[src/rtl/axi_checker_chip_if.sv]
// AXI4-Stream link (tvalid/tready/tdata/tlast) shared by the VIP agents and the checker core.
interface axi_checker_chip_if #(
  parameter int TDATA_W = 512
) ();
  logic               tvalid;
  logic               tready;
  logic [TDATA_W-1:0] tdata;
  logic               tlast;

  modport master (output tvalid, output tdata, output tlast, input tready);
  modport slave  (input tvalid, input tdata, input tlast, output tready);
endinterface

[src/rtl/axi_checker_chip.sv]
// AXI4-Stream checker chip: master VIP -> checker core (2-entry skid buffer + counters) -> slave VIP.
// aresetn is active-high and asynchronous despite its name.
module axi_checker_chip #(
  parameter int TDATA_W = 512,
  parameter int CNT_W   = 32
) (
  input  logic               aclk,
  input  logic               aresetn,
  axi_checker_chip_if.slave  mst_agent_i,
  axi_checker_chip_if.master slv_agent_o
);
  axi_checker_ex_design #(.TDATA_W(TDATA_W), .CNT_W(CNT_W)) ex_design (
    .clk       (aclk),
    .rst       (aresetn),
    .mst_agent (mst_agent_i),
    .slv_agent (slv_agent_o)
  );
endmodule

module axi_checker_ex_design #(
  parameter int TDATA_W = 512,
  parameter int CNT_W   = 32
) (
  input  logic               clk,
  input  logic               rst,
  axi_checker_chip_if.slave  mst_agent,
  axi_checker_chip_if.master slv_agent
);
  axi_checker_chip_if #(.TDATA_W(TDATA_W)) s_link ();
  axi_checker_chip_if #(.TDATA_W(TDATA_W)) m_link ();

  axi_checker_vip axi4stream_vip_mst (.up(mst_agent), .dn(s_link));
  axi_checker_vip axi4stream_vip_slv (.up(m_link),    .dn(slv_agent));

  // 'checker' is a reserved word, so the core instance is named chk.
  axi_checker_core #(.TDATA_W(TDATA_W), .CNT_W(CNT_W)) chk (
    .clk (clk),
    .rst (rst),
    .s   (s_link),
    .m   (m_link)
  );
endmodule

module axi_checker_vip (
  axi_checker_chip_if.slave  up,
  axi_checker_chip_if.master dn
);
  assign dn.tvalid = up.tvalid;
  assign dn.tdata  = up.tdata;
  assign dn.tlast  = up.tlast;
  assign up.tready = dn.tready;
endmodule

module axi_checker_core #(
  parameter int TDATA_W = 512,
  parameter int CNT_W   = 32
) (
  input  logic               clk,
  input  logic               rst,
  axi_checker_chip_if.slave  s,
  axi_checker_chip_if.master m
);
  logic               main_vld_q, main_vld_d, skid_vld_q, skid_vld_d, s_rdy_q;
  logic [TDATA_W-1:0] main_data_q, main_data_d, skid_data_q, skid_data_d, prev_data_q;
  logic               main_last_q, main_last_d, skid_last_q, skid_last_d, prev_last_q;
  logic               stall_q, up_hs, dn_hs, proto_err;
  logic [CNT_W-1:0]   beat_cnt_q, beat_cnt_d, pkt_cnt_q, pkt_cnt_d;
  logic [CNT_W-1:0]   out_beat_cnt_q, out_beat_cnt_d, err_cnt_q, err_cnt_d;
  logic               err_flag_q, err_flag_d;

  always_comb begin
    up_hs       = s.tvalid & s_rdy_q;
    dn_hs       = main_vld_q & m.tready;
    main_vld_d  = main_vld_q;
    main_data_d = main_data_q;
    main_last_d = main_last_q;
    skid_vld_d  = skid_vld_q;
    skid_data_d = skid_data_q;
    skid_last_d = skid_last_q;
    // Main register refills from skid first so beat order is kept.
    if (!main_vld_q || dn_hs) begin
      if (skid_vld_q) begin
        main_vld_d  = 1'b1;
        main_data_d = skid_data_q;
        main_last_d = skid_last_q;
        skid_vld_d  = 1'b0;
      end else begin
        main_vld_d  = up_hs;
        main_data_d = s.tdata;
        main_last_d = s.tlast;
      end
    end else if (up_hs) begin
      skid_vld_d  = 1'b1;
      skid_data_d = s.tdata;
      skid_last_d = s.tlast;
    end

    proto_err = stall_q & (~s.tvalid | (s.tdata != prev_data_q) | (s.tlast != prev_last_q));

    beat_cnt_d     = beat_cnt_q + CNT_W'(up_hs);
    pkt_cnt_d      = pkt_cnt_q + CNT_W'(up_hs & s.tlast);
    out_beat_cnt_d = out_beat_cnt_q + CNT_W'(dn_hs);
    err_cnt_d      = err_cnt_q + CNT_W'(proto_err);
    err_flag_d     = err_flag_q | proto_err;
  end

  // Control state stage
  always_ff @(posedge clk or posedge rst) begin
    if (rst) begin
      main_vld_q     <= 1'b0;
      skid_vld_q     <= 1'b0;
      s_rdy_q        <= 1'b0;
      stall_q        <= 1'b0;
      beat_cnt_q     <= '0;
      pkt_cnt_q      <= '0;
      out_beat_cnt_q <= '0;
      err_cnt_q      <= '0;
      err_flag_q     <= 1'b0;
    end else begin
      main_vld_q     <= main_vld_d;
      skid_vld_q     <= skid_vld_d;
      s_rdy_q        <= ~skid_vld_d;
      stall_q        <= s.tvalid & ~s_rdy_q;
      beat_cnt_q     <= beat_cnt_d;
      pkt_cnt_q      <= pkt_cnt_d;
      out_beat_cnt_q <= out_beat_cnt_d;
      err_cnt_q      <= err_cnt_d;
      err_flag_q     <= err_flag_d;
    end
  end

  // Data stage: payload registers carry no reset, validity lives in the control bits
  always_ff @(posedge clk) begin
    main_data_q <= main_data_d;
    main_last_q <= main_last_d;
    skid_data_q <= skid_data_d;
    skid_last_q <= skid_last_d;
    prev_data_q <= s.tdata;
    prev_last_q <= s.tlast;
  end

  assign m.tvalid = main_vld_q;
  assign m.tdata  = main_data_q;
  assign m.tlast  = main_last_q;
  assign s.tready = s_rdy_q;
endmodule

[src/flat_wrapper.sv]
// flat-port wrapper written by rule: the top's interface ports become plain ports
module axi_checker_chip_flat 
#(
  parameter int TDATA_W = 512,
  parameter int CNT_W   = 32
)
  (aclk, aresetn, mst_agent_i_tvalid, mst_agent_i_tdata, mst_agent_i_tlast, mst_agent_i_tready, slv_agent_o_tvalid, slv_agent_o_tdata, slv_agent_o_tlast, slv_agent_o_tready);
  axi_checker_chip_if #(.TDATA_W(TDATA_W)) mst_agent_i_i ();
  axi_checker_chip_if #(.TDATA_W(TDATA_W)) slv_agent_o_i ();
  input  logic aclk;
  input  logic aresetn;
  input wire logic [$bits(mst_agent_i_i.tvalid)-1:0] mst_agent_i_tvalid;
  input wire logic [$bits(mst_agent_i_i.tdata)-1:0] mst_agent_i_tdata;
  input wire logic [$bits(mst_agent_i_i.tlast)-1:0] mst_agent_i_tlast;
  output wire logic [$bits(mst_agent_i_i.tready)-1:0] mst_agent_i_tready;
  output wire logic [$bits(slv_agent_o_i.tvalid)-1:0] slv_agent_o_tvalid;
  output wire logic [$bits(slv_agent_o_i.tdata)-1:0] slv_agent_o_tdata;
  output wire logic [$bits(slv_agent_o_i.tlast)-1:0] slv_agent_o_tlast;
  input wire logic [$bits(slv_agent_o_i.tready)-1:0] slv_agent_o_tready;
  assign mst_agent_i_i.tvalid = mst_agent_i_tvalid;
  assign mst_agent_i_i.tdata = mst_agent_i_tdata;
  assign mst_agent_i_i.tlast = mst_agent_i_tlast;
  assign mst_agent_i_tready = mst_agent_i_i.tready;
  assign slv_agent_o_tvalid = slv_agent_o_i.tvalid;
  assign slv_agent_o_tdata = slv_agent_o_i.tdata;
  assign slv_agent_o_tlast = slv_agent_o_i.tlast;
  assign slv_agent_o_i.tready = slv_agent_o_tready;
  axi_checker_chip #(.TDATA_W(TDATA_W), .CNT_W(CNT_W)) u_core (.aclk(aclk), .aresetn(aresetn), .mst_agent_i(mst_agent_i_i), .slv_agent_o(slv_agent_o_i));
endmodule
[config.mk]
export PLATFORM = sky130hd
export DESIGN_NAME = axi_checker_chip_flat
export DESIGN_NICKNAME = d
export VERILOG_FILES = /design/src/rtl/axi_checker_chip_if.sv /design/src/rtl/axi_checker_chip.sv /design/src/flat_wrapper.sv
export SDC_FILE = /design/constraint.sdc
export NUM_CORES = 1
export LEC_CHECK = 0
export BUFFER_PORTS_ARGS = -buffer_cell sky130_fd_sc_hd__buf_2
export CAP_MARGIN = 0
export CORE_MARGIN = 1
export CORE_UTILIZATION = 30
export CTS_BUF_LIST = sky130_fd_sc_hd__clkbuf_8
export DETAILED_ROUTE_END_ITERATION = 12
export PLACE_DENSITY = 0.54
export SYNTH_ARGS = -nofsm -noshare
export SYNTH_HDL_FRONTEND = slang
export SYNTH_HIERARCHICAL = 1
export SYNTH_SLANG_ARGS = --single-unit
[constraint.sdc]
create_clock -name aclk -period 96.6 [get_ports aclk]
set_clock_uncertainty 0.2 [all_clocks]
set_input_delay 28.98 -clock aclk [delete_from_list [all_inputs] [get_ports aclk]]
set_output_delay 28.98 -clock aclk [all_outputs]
set_load 0.005 [all_outputs]
# After elaboration in Yosys (flattened, before gate mapping)

Cells that the tools add are included.

Register bits after elaboration: 1,029
Word-level logic and storage cells: 19
Output and inout port bits: 515
Bits of input ports: 517

Bitwise operators: 4
Mux-type cells: 5
Reduce and logical (&&, ||, !) cells: 3

Operators with widths:

| kind                | number |
|---|---|
| 2-to-1 mux 512 bit  | 1 |
| 2-to-1 mux 1 bit    | 4 |
| AND 1 bit           | 2 |
| inverter 1 bit      | 2 |
| AND reduction 2 bit | 1 |
| logical NOT 1 bit   | 1 |
| logical OR 1 bit    | 1 |

# Longest topological paths before layout

Gate-level depths: netlist (run 1).

Depth in word-level cells: 4
Gate-level depth with buffers: 4

# Modules after synthesis

Netlist (run 1), hierarchy kept.

Modules (own cells, without submodules):

| module           | sequential area each (sq um) | times used | cells each | area an instance (sq um) |
|---|---|---|---|---|
| axi_checker_core | 30,884.6                     | 1          | 1,607      | 39,110.0 |
| axi_checker_vip  | 0.0                          | 2          | 515        | 3,866.2 |

# Worst setup path after synthesis (run 1)

No wires, ideal clock.

Path kind: input port to flip-flop
Start point: input port slv_agent_o_tready
End point: register u_core.ex_design.chk.skid_data_q[0] (enable)
Library setup time: 10.038 ns
Required time: 86.362 ns
Slack: -30.881 ns
Arrival time: 117.243 ns
Buffers on the path: 1
Stages on the path: 3
Cells stage by stage: buf_4 -> nand2b_1 -> nor2_1

Cells in the longest elaborated chain, start to end: 4

Ends and longest elaborated chain:

| item                                 | RTL line                | source |
|---|---|---|
| start: declaration                   | flat_wrapper.sv:19      | `input wire logic [$bits(slv_agent_o_i.tready)-1:0] slv_agent_o_tready;` |
| AND 1 bit                            | axi_checker_chip.sv:73  | `dn_hs = main_vld_q & m.tready;` |
| logical OR 1 bit                     | axi_checker_chip.sv:81  | `if (!main_vld_q \|\| dn_hs) begin` |
| inverter 1 bit (no source line)      | --                      |  |
| AND reduction 2 bit (no source line) | --                      |  |
| end signal: assignment               | axi_checker_chip.sv:136 | `skid_data_q <= skid_data_d;` |
| end: declaration                     | axi_checker_chip.sv:64  | `logic [TDATA_W-1:0] main_data_q, main_data_d, skid_data_q, skid_data_d, prev_data_q;` |

Every way passes these cells.
A chain may end at the register's enable or synchronous reset.

# Worst setup path after layout (run 1)

Start point: input port slv_agent_o_tready
End point: register u_core.ex_design.chk.skid_data_q[219] (enable)

Same word-level chain as after synthesis.

==> summary.md, run 1 <==
| Metric | Value |
|---|---|
| Crit-path max cell delay | 0.90 ns |
| DP Worst Slack | 63.16 ns |
| Worst path required time | 96.83 ns |
| Largest net degree at the start of global routing | 147 |
| GRT Overall Usage | 0.121 |
| Port-buffer cells | 1031 |
| Initial core utilization | 0.303 |
| Initial drt markers | 995 |
| DR pass1 iterations | 4 |
| Die area | 158000 um^2 |
| Final Hold Vio Count | 0 |
| Post-synthesis average cell area | 17.8 um^2 |
| Row count | 144 |
| Crit path cell chain | buf_2 -> nand2b_4 -> nor2_4 -> buf_4 -> buf_4 -> buf_12 |
| Top cell type's share of synthesized area | 0.658 |
| Max Clk Rate | 30.7 MHz |
| Netlist cell types | 14 |
| Hold Path Class | reg -> reg |
| Final net count | 3299 |
| # IOs | 1032 |
| Clock-pin slew on the worst setup and hold paths | 0.06 ns |
| RSZ-0062 raised after global routing | no |
| Worst setup EP type | flop |
| FF+latch count, synth | 1029 |
| Worst slew pin tran | 1.07 ns |
| Width of the die | 397 um |
| PwrDens | 21.1 nW/um^2 |
| Yosys top cell by area | edfxtp_1 |
| Layout area overhead | 6.20% |
| PostCTS Resize Cnt | 0 |
| Post-route DRC | 0 |
| Share of cells above drive strength 1 | 0.612 |
| Cell mode on critical path | buf_4 |
| CTS tree | done |
| Routed vias/inst | 3.95 |
| Core area | 155000 um^2 |
| Period utilisation layout | 0.338 |
| Sequential area share after synthesis | 0.659 |
| Detailed Route WL | 99900 um |
| Peak VDD IR | 13.4 uV |
| Root Driver | clkbuf_8 |
| Clock sink count | 1029 |
| CP Max Fanout | 132 |
| Final Max Slew Viols | 0 |
| Crit path arrival time | 32.84 ns |
| Synth Net Count | 3154 |
| Gr ovfl total | 0 |
| Vias in the first global route | 20300 |
| Via count | 19700 |
| Fin Setup TNS | 0 ns |
| CP Launch Type | primary input |
| CTS Buf Count | 177 |
| Die height | 397 um |
| Synth warn | 6 |
| Clock tree buffer depth | 3 |
| Worst-skew pair later-pin latency | 0.84 ns |
| Final WS setup | 63.98 ns |
| Critical path class | in -> reg |
| H-tree levels | 4 |
| Setup bufs post-CTS | 0 |
| Final setup viols | 0 |
| Relative slew slack | 0.287 |
| # hold bufs at CTS | 0 |
| Synth Cell Area | 46800 um^2 |
| RePlAce Congestion | 0.826 |
| Slowest CP cell | buf_4 |
| Tmin final | 32.62 ns |
| Drt wl/cell | 20.1 um |
| Routed Antenna Nets | 0 |
| Outcome | finished clean |
| Final HPWL DP | 70700 um |
| Initial antenna violation count | 50 |
| Hold Worst Slack | 0.312 ns |
| Setup slack, reg-to-reg | 89.70 ns |
| Max-cap violations | 0 |
| Top post-synthesis cells by area | edfxtp_1 66%, buf_4 17%, mux2_4 15%, mux2_2 1.3%, buf_6 0.77% |
| First-pass GRT wire length | 139000 um |
| Post-Syn Instances | 2637 |
| Leak Pwr | 19.6 nW |
## metrics by stage
stage               utilization  instance area, um^2  total power [mW]  std cells
floorplan                     -                46800             0.691       2637
global route              0.322                49700              1.09       4967
detailed placement        0.300                46400             0.682       4647
CTS                       0.322                49700              1.07       4962
global placement          0.300                46400             0.680       4647
finish                    0.322                49700              1.05       4974
## kinds of logic after synthesis
| logic type | share of synthesized area |
|---|---|
| buffers and inverters | 0.180 |
| flip-flops | 0.659 |
| multiplexers | 0.160 |
| AND/OR/NAND/NOR | 0.000588 |
| AO/OA/AOI/OAI | 0.000107 |
## per-layer routing
layer,global-route usage,part of all wire,vias up
li1,-,-,8856
met3,0.0603,0.10,234
met1,0.137,0.39,9709
met2,0.195,0.48,811
met5,0,0.0038,-
met4,0.0432,0.028,58
## placed cells by master (no fill, tap or decap)
cell type   count
diode_2        12
dfrtp_4         1
clkbuf_8      178
a21oi_1         1
inv_16          3
nor2_1          1
buf_4          18
buf_12          4
or2_2           1
nor2_4          1
nand2b_4        1
mux2_2         53
mux2_4        460
dfrtp_1         2
clkinvlp_4      3
bufinv_16       7
clkinv_2       13
nand2_1         2
clkinv_8        2
clkinv_1       40
clkinv_4        1
inv_1          61
inv_12          5
buf_2        1031
inv_8           3
edfxtp_1     1026
## worst paths after layout
| kind | from | endpoint | cells after the start |
|---|---|---|---|
| setup / recovery | slv_agent_o_tready | u_core/ex_design/chk/skid_data_q[219]$_DFFE_PP_ | 6 |
| hold / removal | u_core/ex_design/chk/skid_data_q[341]$_DFFE_PP_ | u_core/ex_design/chk/m.tdata[341]$_DFFE_PP_ | 1 |
| setup reg to reg | u_core/ex_design/chk/skid_vld_q$_DFF_PP0_ | u_core/ex_design/chk/m.tdata[430]$_DFFE_PP_ | 7 |
| hold reg to reg | u_core/ex_design/chk/skid_data_q[341]$_DFFE_PP_ | u_core/ex_design/chk/m.tdata[341]$_DFFE_PP_ | 1 |
| max in group asynchronous | aresetn | u_core/ex_design/chk/skid_vld_q$_DFF_PP0_ | 2 |
| min in group asynchronous | aresetn | u_core/ex_design/chk/s.tready$_DFF_PP0_ | 2 |
## worst max-delay path: cells and delay by family
| family | cells | cell delay, ns |
|---|---|---|
| buf+inv | 4 | 2.36 |
| simple gates | 2 | 1.15 |
## cells in the mapped netlist (all sizes together)
master	n
nand2	2
or2	1
buf	1087
dfrtp	3
nor2	2
a21oi	1
inv	1
mux2	513
edfxtp	1026
nand2b	1
## layout make-up
type | count | area [um^2]
diodes | 12 | 30.0
clock buffers | 178 | 2450
well taps | 2044 | 2560
flip-flops and latches | 1029 | 30900
inverters | 1 | 3.75
clock inverters | 137 | 890
repair buffers | 1053 | 5380
multi-input cells | 520 | 7550
fillers | 15200 | 105000
## power breakdown
group | internal (mW) | leakage (nW) | switching (mW) | total (mW)
clock | 0.193 | 1.91 | 0.184 | 0.377
sequential | 0.540 | 9.91 | 0.0121 | 0.552
combinational | 0.0590 | 7.75 | 0.0594 | 0.118
## registers in the layout, indices dropped and copies added, names as in the netlist
signal / flops
u_core/ex_design/chk/m.tvalid: 1
u_core/ex_design/chk/skid_data_q: 512
u_core/ex_design/chk/skid_vld_q: 1
u_core/ex_design/chk/m.tlast: 1
u_core/ex_design/chk/skid_last_q: 1
u_core/ex_design/chk/m.tdata: 512
u_core/ex_design/chk/s.tready: 1
(Power assumes the default switching activity.)
==> run 2: changes to the inputs <==
- ABC_AREA: unset -> 1
- CORE_AREA: unset -> 2 2 403 405
- CORE_MARGIN: 1 -> unset
- CORE_UTILIZATION: 30 -> unset
- DIE_AREA: unset -> 0 0 405 407
- PLACE_DENSITY: 0.54 -> 0.5
- clock period: 96.6 -> 33.3 ns (I/O delays scaled with it)
==> run 2 against run 1 <==
Sequential cell count is the same. Non-clock buffer count grew 2. Combinational power grew to 2.7 times the previous value. Synthesized cell count grew 41%. Die area grew 4.5%. Hold slack lost 0.026 ns. Sequential power grew to 2.9 times the previous value. Clock power grew to 2.9 times the previous value. Final area shrank 3.2%. Power grew to 2.9 times the previous value. Largest power group unchanged. Highest routed layer unchanged. Core utilization shrank 2.1 points.
==> summary.md, run 2 <==
| Metric | Value |
|---|---|
| Most frequent cells in the layout | 1542 x nand2_1, 1031 x buf_2, 1026 x edfxtp_1 |
| Max Clk Rate | 72.3 MHz |
| Peak VDD IR | 36.0 uV (+170%) |
| Share of cells above drive strength 1 | 0.323 (-0.288) |
| Clk network pwr share | 0.358 (-0.002) |
| Worst path required time | 33.56 ns (-63.27 ns) |
| Width of the die | 405 um (+2.0%) |
| Synth Net Count | 4240 (+34%) |
| Crit path arrival time | 14.10 ns (-18.74 ns) |
| Cell Count, Final, Fillers Out | 6135 (+23%) |
| Cell Int Power | 2.24 mW (+180%) |
| Final Hold Vio Count | 0 (unchanged) |
| Die area | 165000 um^2 (+4.5%) |
| Clock tree buffer depth | 3 (unchanged) |
| # hold bufs at CTS | 0 (unchanged) |
| Post-synthesis average cell area | 12.1 um^2 (-32%) |
| Sw Ratio | 0.258 (+0.0143) |
| Most common cell in the netlist | nand2_1 |
| Die height | 407 um (+2.5%) |
| Sequential cell area | 30900 um^2 (unchanged) |
| Cells after DPL | 5794 (+25%) |
| Initial drt markers | 1683 (+69%) |
| Setup bufs post-CTS | 0 (unchanged) |
| Hold Path Class | reg -> reg |
| Root Driver | clkbuf_8 |
| Synth Flop Type | edfxtp_1 |
| FF+latch count, synth | 1029 (unchanged) |
| CTS Buf Count | 182 (+2.8%) |
| Critical path class | in -> reg |
| Synth warn | 6 (unchanged) |
| Slowest CP cell | buf_4 |
| Largest net degree at the start of global routing | 168 (+14%) |
| Via count | 24000 (+22%) |
| Worst-skew pair later-pin latency | 0.88 ns (+0.04 ns) |
| RePlAce Congestion | 0.835 (+1.0%) |
| Top cell type's share of synthesized area | 0.684 (+0.0265) |
| Post-Syn Instances | 3723 (+41%) |
| Crit path cell chain | buf_2 -> inv_4 -> nand2_8 -> nor2_4 -> buf_4 -> buf_4 -> buf_4 -> buf_4 |
| Worst setup EP type | flop |
| Outcome | finished clean |
| CP Max Fanout | 92 (-30%) |
| Buffers and inverters on the worst path | 6 (+2) |
| Vias in the first global route | 23600 (+16%) |
| CTS tree | done |
| CP Launch Type | primary input |
| Routed vias/inst | 3.91 (-1.2%) |
| Initial core utilization | 0.281 (-0.0219) |
| PwrDens | 62.7 nW/um^2 (+200%) |
| Comb pwr share | 0.107 (-0.006) |
| Period utilisation layout | 0.415 |
| Sequential area share after synthesis | 0.686 (+0.0265) |
| Register share of total power | 0.535 (+0.008) |
| Async set-or-reset flop fraction in the synthesized netlist | 0.00292 (unchanged) |
| PostCTS Resize Cnt | 0 (unchanged) |
| Final net count | 4335 (+31%) |
| Number of synthesized flops with an enable pin | 1026 (unchanged) |
| Top post-synthesis cells by area | edfxtp_1 68%, buf_4 17%, nand2_1 13%, buf_2 0.67%, clkbuf_1 0.28% |
| Gr ovfl total | 0 (unchanged) |
| DR pass1 iterations | 9 (+5) |
| Sw Pwr | 0.779 mW (+210%) |
| Crit path max-delay family | buffers and inverters |
| Synth Cell Area | 45000 um^2 (-3.9%) |
| # IOs | 1032 (unchanged) |
| H-tree levels | 4 (unchanged) |
| First-pass GRT wire length | 157000 um (+13%) |
| Final Max Slew Viols | 0 (unchanged) |
| Drt wl/cell | 18.4 um (-8.3%) |
| Cell mode on critical path | buf_4 |
| Leak Pwr | 20.5 nW (+5.0%) |
| Port-buffer cells | 1031 (unchanged) |
| Initial antenna violation count | 50 (unchanged) |
| Commonest non-fill, non-tap cell in the layout | nand2_1 |
| Netlist cell types | 12 (-2) |
| Relative slew slack | 0.267 (-0.0205) |
| Yosys top cell by area | edfxtp_1 |
| GRT Overall Usage | 0.130 (+0.00965) |
| Crit-path max cell delay | 0.82 ns (-0.08 ns) |
| Detailed Route WL | 113000 um (+13%) |
| Layout area overhead | 6.97% |
| Routed Antenna Nets | 0 (unchanged) |
| RSZ-0062 raised after global routing | no |
| Power Total | 3.02 mW (+190%) |
| Most frequent cells after synthesis | 1543 x nand2_1, 1048 x buf_4, 1026 x edfxtp_1 |
| Multi-input gate area | 5830 um^2 (-23%) |
| Final setup viols | 0 (unchanged) |
| Clock-pin slew on the worst setup and hold paths | 0.06 ns (about the same) |
| Max-cap violations | 0 (unchanged) |
| Row count | 147 (+2.1%) |
| Fillers | 16600 (+8.9%) |
| Tmin final | 13.84 ns |
| Final HPWL DP | 76700 um (+8.6%) |
| Core area | 160000 um^2 (+3.6%) |
| Post-route DRC | 0 (unchanged) |
| Clock sink count | 1029 (unchanged) |
| Worst slew pin tran | 1.10 ns (+0.0307 ns) |
## run 2: per-layer routing
| layer | vias to the layer above | GRT usage | routed length (um) |
|---|---|---|---|
| met5 | - | 0 | 278 |
| met4 | 44 | 0.0493 | 2910 |
| met3 | 218 | 0.0552 | 11300 |
| met2 | 990 | 0.217 | 55900 |
| met1 | 11300 | 0.149 | 42700 |
| li1 | 11400 | - | - |
## run 2: path summary, 6_finish.rpt
kind / startpoint / to / slack (ns) / cells past startpoint
setup / recovery: slv_agent_o_tready / u_core/ex_design/chk/skid_data_q[401]$_DFFE_PP_ / 19.46 / 8
max in group asynchronous: aresetn / u_core/ex_design/chk/skid_vld_q$_DFF_PP0_ / 23.94 / 2
min in group asynchronous: aresetn / u_core/ex_design/chk/skid_vld_q$_DFF_PP0_ / 8.81 / 2
hold / removal: u_core/ex_design/chk/skid_data_q[483]$_DFFE_PP_ / u_core/ex_design/chk/m.tdata[483]$_DFFE_PP_ / 0.29 / 2
setup reg to reg: u_core/ex_design/chk/m.tvalid$_DFFE_PP0P_ / u_core/ex_design/chk/skid_data_q[401]$_DFFE_PP_ / 28.20 / 6
hold reg to reg: u_core/ex_design/chk/skid_data_q[483]$_DFFE_PP_ / u_core/ex_design/chk/m.tdata[483]$_DFFE_PP_ / 0.29 / 2
## run 2: final cells by class
class / instances / share of cell area
diodes: 18 / 0.000935
clock inverters: 139 / 0.0160
flip-flops and latches: 1029 / 0.641
well taps: 2160 / 0.0561
clock buffers: 184 / 0.0526
repair buffers: 1055 / 0.112
multi-input cells: 1546 / 0.121
inverters: 4 / 0.000519
## run 2: logic make-up (layout without fill, tap and decap cells)
family / after synthesis / count (layout) / synth area share
AND/OR/NAND/NOR: 1545 / 1545 / 0.129
buffers and inverters: 1148 / 1382 / 0.185
flip-flops: 1029 / 1029 / 0.686
AO/OA/AOI/OAI: 1 / 1 / 0.000111
other: 0 / 18 / 0
## run 2: power groups by stage
stage	Sequential, mW	Combinational, mW	Clock (mW)
finish	1.62	0.324	1.08
global route	1.63	0.362	1.18
CTS	1.62	0.333	1.13
detailed placement	1.64	0.332	0
global placement	1.64	0.330	0
floorplan	1.66	0.292	0
## run 2: metrics by stage
stage / TNS, ns / instance area (um^2) / util / setup WS, ns / hold slack [ns]
global route: 0 / 48200 / 0.301 / 19.18 / 0.322
CTS: 0 / 48100 / 0.300 / 19.49 / 0.251
floorplan: -1264.10 / 45100 / - / -2.46 / 0.291
finish: 0 / 48200 / 0.301 / 19.46 / 0.287
detailed placement: 0 / 44800 / 0.280 / 18.50 / 0.300
global placement: 0 / 44800 / 0.280 / 18.49 / 0.298
## run 2: worst min-delay path: stages (launching register included)
cell and delay, ns:
edfxtp_1 0.31, nand2_1 0.05, nand2_1 0.06
==> run 3: changes to the inputs <==
- clock period: 33.3 -> 13.8 ns (I/O delays scaled with it)
==> run 3 against run 2 <==
Wire length is essentially flat. Clock power grew 140%. Power grew 140%. Die area is the same. Sequential share of layout area is essentially flat. Non-clock buffer count shrank 3. Cell count shrank 0.13%. Core utilization is essentially flat. Hold slack lost 0.0041 ns.
==> summary.md, run 3 (synthesis results as in run 2) <==
| Metric | Value |
|---|---|
| Outcome | finished clean |
| Cell mode on critical path | buf_4 |
| Buffers and inverters on the worst path | 5 (-1) |
| Initial drt markers | 1617 (-3.9%) |
| R2R Path Start | u_core/ex_design/chk/skid_vld_q$_DFF_PP0_ |
| Largest net degree at the start of global routing | 143 (-15%) |
| Crit-path max cell delay | 0.78 ns (-0.04 ns) |
| Uppermost layer routed | met5 |
| Hold depth | 2 (unchanged) |
| Detailed Route WL | 113000 um (about the same) |
| Worst setup EP type | flop |
| Clock-pin slew on the worst setup and hold paths | 0.06 ns (about the same) |
| PwrDens | 151 nW/um^2 (+140%) |
| Hold path endpoint | u_core/ex_design/chk/m.tdata[391]$_DFFE_PP_ |
| Via count | 24000 (-0.0042%) |
| Setup bufs post-CTS | 0 (unchanged) |
| Share of cells above drive strength 1 | 0.321 (-0.00237) |
| Post-route DRC | 0 (unchanged) |
| RSZ-0062 raised after global routing | no |
| Tmin final | 7.11 ns |
| Die area | 165000 um^2 (unchanged) |
| Max-cap violations | 0 (unchanged) |
| Met2 Wirelength | 54800 um (-2.0%) |
| PostCTS Resize Cnt | 0 (unchanged) |
| Core area | 160000 um^2 (unchanged) |
| Root Driver | clkbuf_8 |
| Peak VDD IR | 79.5 uV (+120%) |
| DR pass1 iterations | 5 (-4) |
| Port-buffer cells | 1031 (unchanged) |
| Initial antenna violation count | 57 (+14%) |
| Total placed instance area | 44900 um^2 (about the same) |
| Relative slew slack | 0.288 (+0.0208) |
| Routed vias/inst | 3.91 (+0.13%) |
| Clock sink count | 1029 (unchanged) |
| Worst Hold Launch | u_core/ex_design/chk/skid_data_q[391]$_DFFE_PP_ |
| RR Endpoint | u_core/ex_design/chk/m.tdata[357]$_DFFE_PP_ |
| WL met1 | 42400 um (-0.71%) |
| Width of the die | 405 um (unchanged) |
| Layout area overhead | 6.99% (about the same) |
| Worst slew pin tran | 1.07 ns (-0.0312 ns) |
| # hold bufs at CTS | 0 (unchanged) |
| Initial core utilization | 0.281 (unchanged) |
| CTS tree | done |
| Drt wl/cell | 18.4 um (about the same) |
| Power Total | 7.28 mW (+140%) |
| Worst path depth | 6 (-2) |
| Hold Path Class | reg -> reg |
| Slowest CP cell | buf_4 |
| Die height | 407 um (unchanged) |
| Finished Cell Area | 48200 um^2 (about the same) |
| Crit path max-delay family | buffers and inverters |
| Max Clk Rate | 141 MHz |
| Hold Worst Slack | 0.282 ns (-0.00410 ns) |
| Crit path cell chain | buf_2 -> inv_4 -> nand2_8 -> buf_4 -> buf_4 -> buf_12 |
| Leak Pwr | 20.5 nW (-0.16%) |
| CTS Buf Count | 178 (-2.2%) |
| Commonest non-fill, non-tap cell in the layout | nand2_1 |
| Cell Count, Final, Fillers Out | 6127 (-0.13%) |
| Worst-skew pair later-pin latency | 0.84 ns (-0.04 ns) |
| Vias in the first global route | 23500 (-0.22%) |
| H-tree levels | 4 (unchanged) |
| Worst path required time | 14.02 ns (-19.54 ns) |
| Fillers | 16500 (-0.54%) |
| Final setup viols | 0 (unchanged) |
| Most frequent cells in the layout | 1542 x nand2_1, 1031 x buf_2, 1026 x edfxtp_1 |
| Final HPWL DP | 76600 um (-0.19%) |
| Critical path class | in -> reg |
| Row count | 147 (unchanged) |
| RePlAce Congestion | 0.864 (+3.5%) |
| # IOs | 1032 (unchanged) |
| Crit path arrival time | 7.33 ns (-6.77 ns) |
| Period utilisation layout | 0.515 |
| Clock tree buffer depth | 3 (unchanged) |
| Met3 Wirelength | 11400 um (+0.52%) |
| Cells after DPL | 5791 (-0.052%) |
| Gr ovfl total | 0 (unchanged) |
| CP Max Fanout | 138 (+50%) |
| Routed Antenna Nets | 0 (unchanged) |
| Reg2reg path depth | 6 (unchanged) |
| Final Max Slew Viols | 0 (unchanged) |
| Final Hold Vio Count | 0 (unchanged) |
| First-pass GRT wire length | 157000 um (-0.27%) |
| CP Launch Type | primary input |
| Final net count | 4328 (-0.16%) |
| GRT Overall Usage | 0.130 (-0.000728) |
| Setup slack, reg-to-reg | 9.59 ns (-18.61 ns) |
[run 3: cell count changes in the layout (fill, tap and decap cells not counted), moves of 3 or more]
| cell | delta |
|---|---|
| clkinv_1 | +8 |
| clkbuf_8 | -3 |
| clkinv_2 | -7 |
| clkinv_8 | +4 |
| inv_12 | +4 |
| diode_2 | -3 |
| buf_12 | +4 |
| buf_4 | -7 |
[run 3: metal layers]
layer / track usage / vias to the layer above
li1: - / 11400
met3: 0.0587 / 284
met5: 0 / -
met1: 0.146 / 11200
met2: 0.212 / 956
met4: 0.0562 / 62
[run 3: how the worst max path moves through the flow]
| stage | start | to |
|---|---|---|
| after floorplan | slv_agent_o_tready | u_core/ex_design/chk/skid_data_q[0]$_DFFE_PP_ |
| after global placement | slv_agent_o_tready | u_core/ex_design/chk/m.tdata[360]$_DFFE_PP_ |
| after detailed placement | slv_agent_o_tready | u_core/ex_design/chk/m.tdata[360]$_DFFE_PP_ |
| after CTS | slv_agent_o_tready | u_core/ex_design/chk/m.tdata[380]$_DFFE_PP_ |
| after global routing | slv_agent_o_tready | u_core/ex_design/chk/m.tdata[423]$_DFFE_PP_ |
| final | slv_agent_o_tready | u_core/ex_design/chk/m.tdata[381]$_DFFE_PP_ |
[run 3: stage by stage]
| stage | worst slack [ns] | setup TNS, ns | util |
|---|---|---|---|
| final | 6.69 | 0 | 0.301 |
| after global routing | 6.61 | 0 | 0.301 |
| after CTS | 6.80 | 0 | 0.301 |
| after detailed placement | 5.86 | 0 | 0.280 |
| after global placement | 5.86 | 0 | 0.280 |
| after floorplan | -16.11 | -8266.55 | - |
[run 3: final cells by class]
type                       instances  area [um^2]  share of cell area
sequential                      1029        30900               0.641
multi-input combinational       1546         5830               0.121
timing repair buffer            1052         5410               0.112
tap                             2160         2700              0.0561
clock buffer                     181         2490              0.0517
clock inverter                   140          800              0.0166
antenna                           15         37.5            0.000779
inverter                           4         25.0            0.000519
[run 3: worst register-to-register path, cell delays in order (launching register included)]
cell and delay [ns]:
dfrtp_4 0.57, inv_8 0.43, buf_4 0.90, buf_4 0.81
buf_4 0.72, nand2_1 0.18, nand2_1 0.20
[run 3: power breakdown]
| part | switching (mW) | total [mW] | internal, mW |
|---|---|---|---|
| Sequential | 0.0841 | 3.89 | 3.81 |
| Clock | 1.30 | 2.60 | 1.30 |
| Combinational | 0.525 | 0.790 | 0.265 |
| Total | 1.91 | 7.28 | 5.37 |
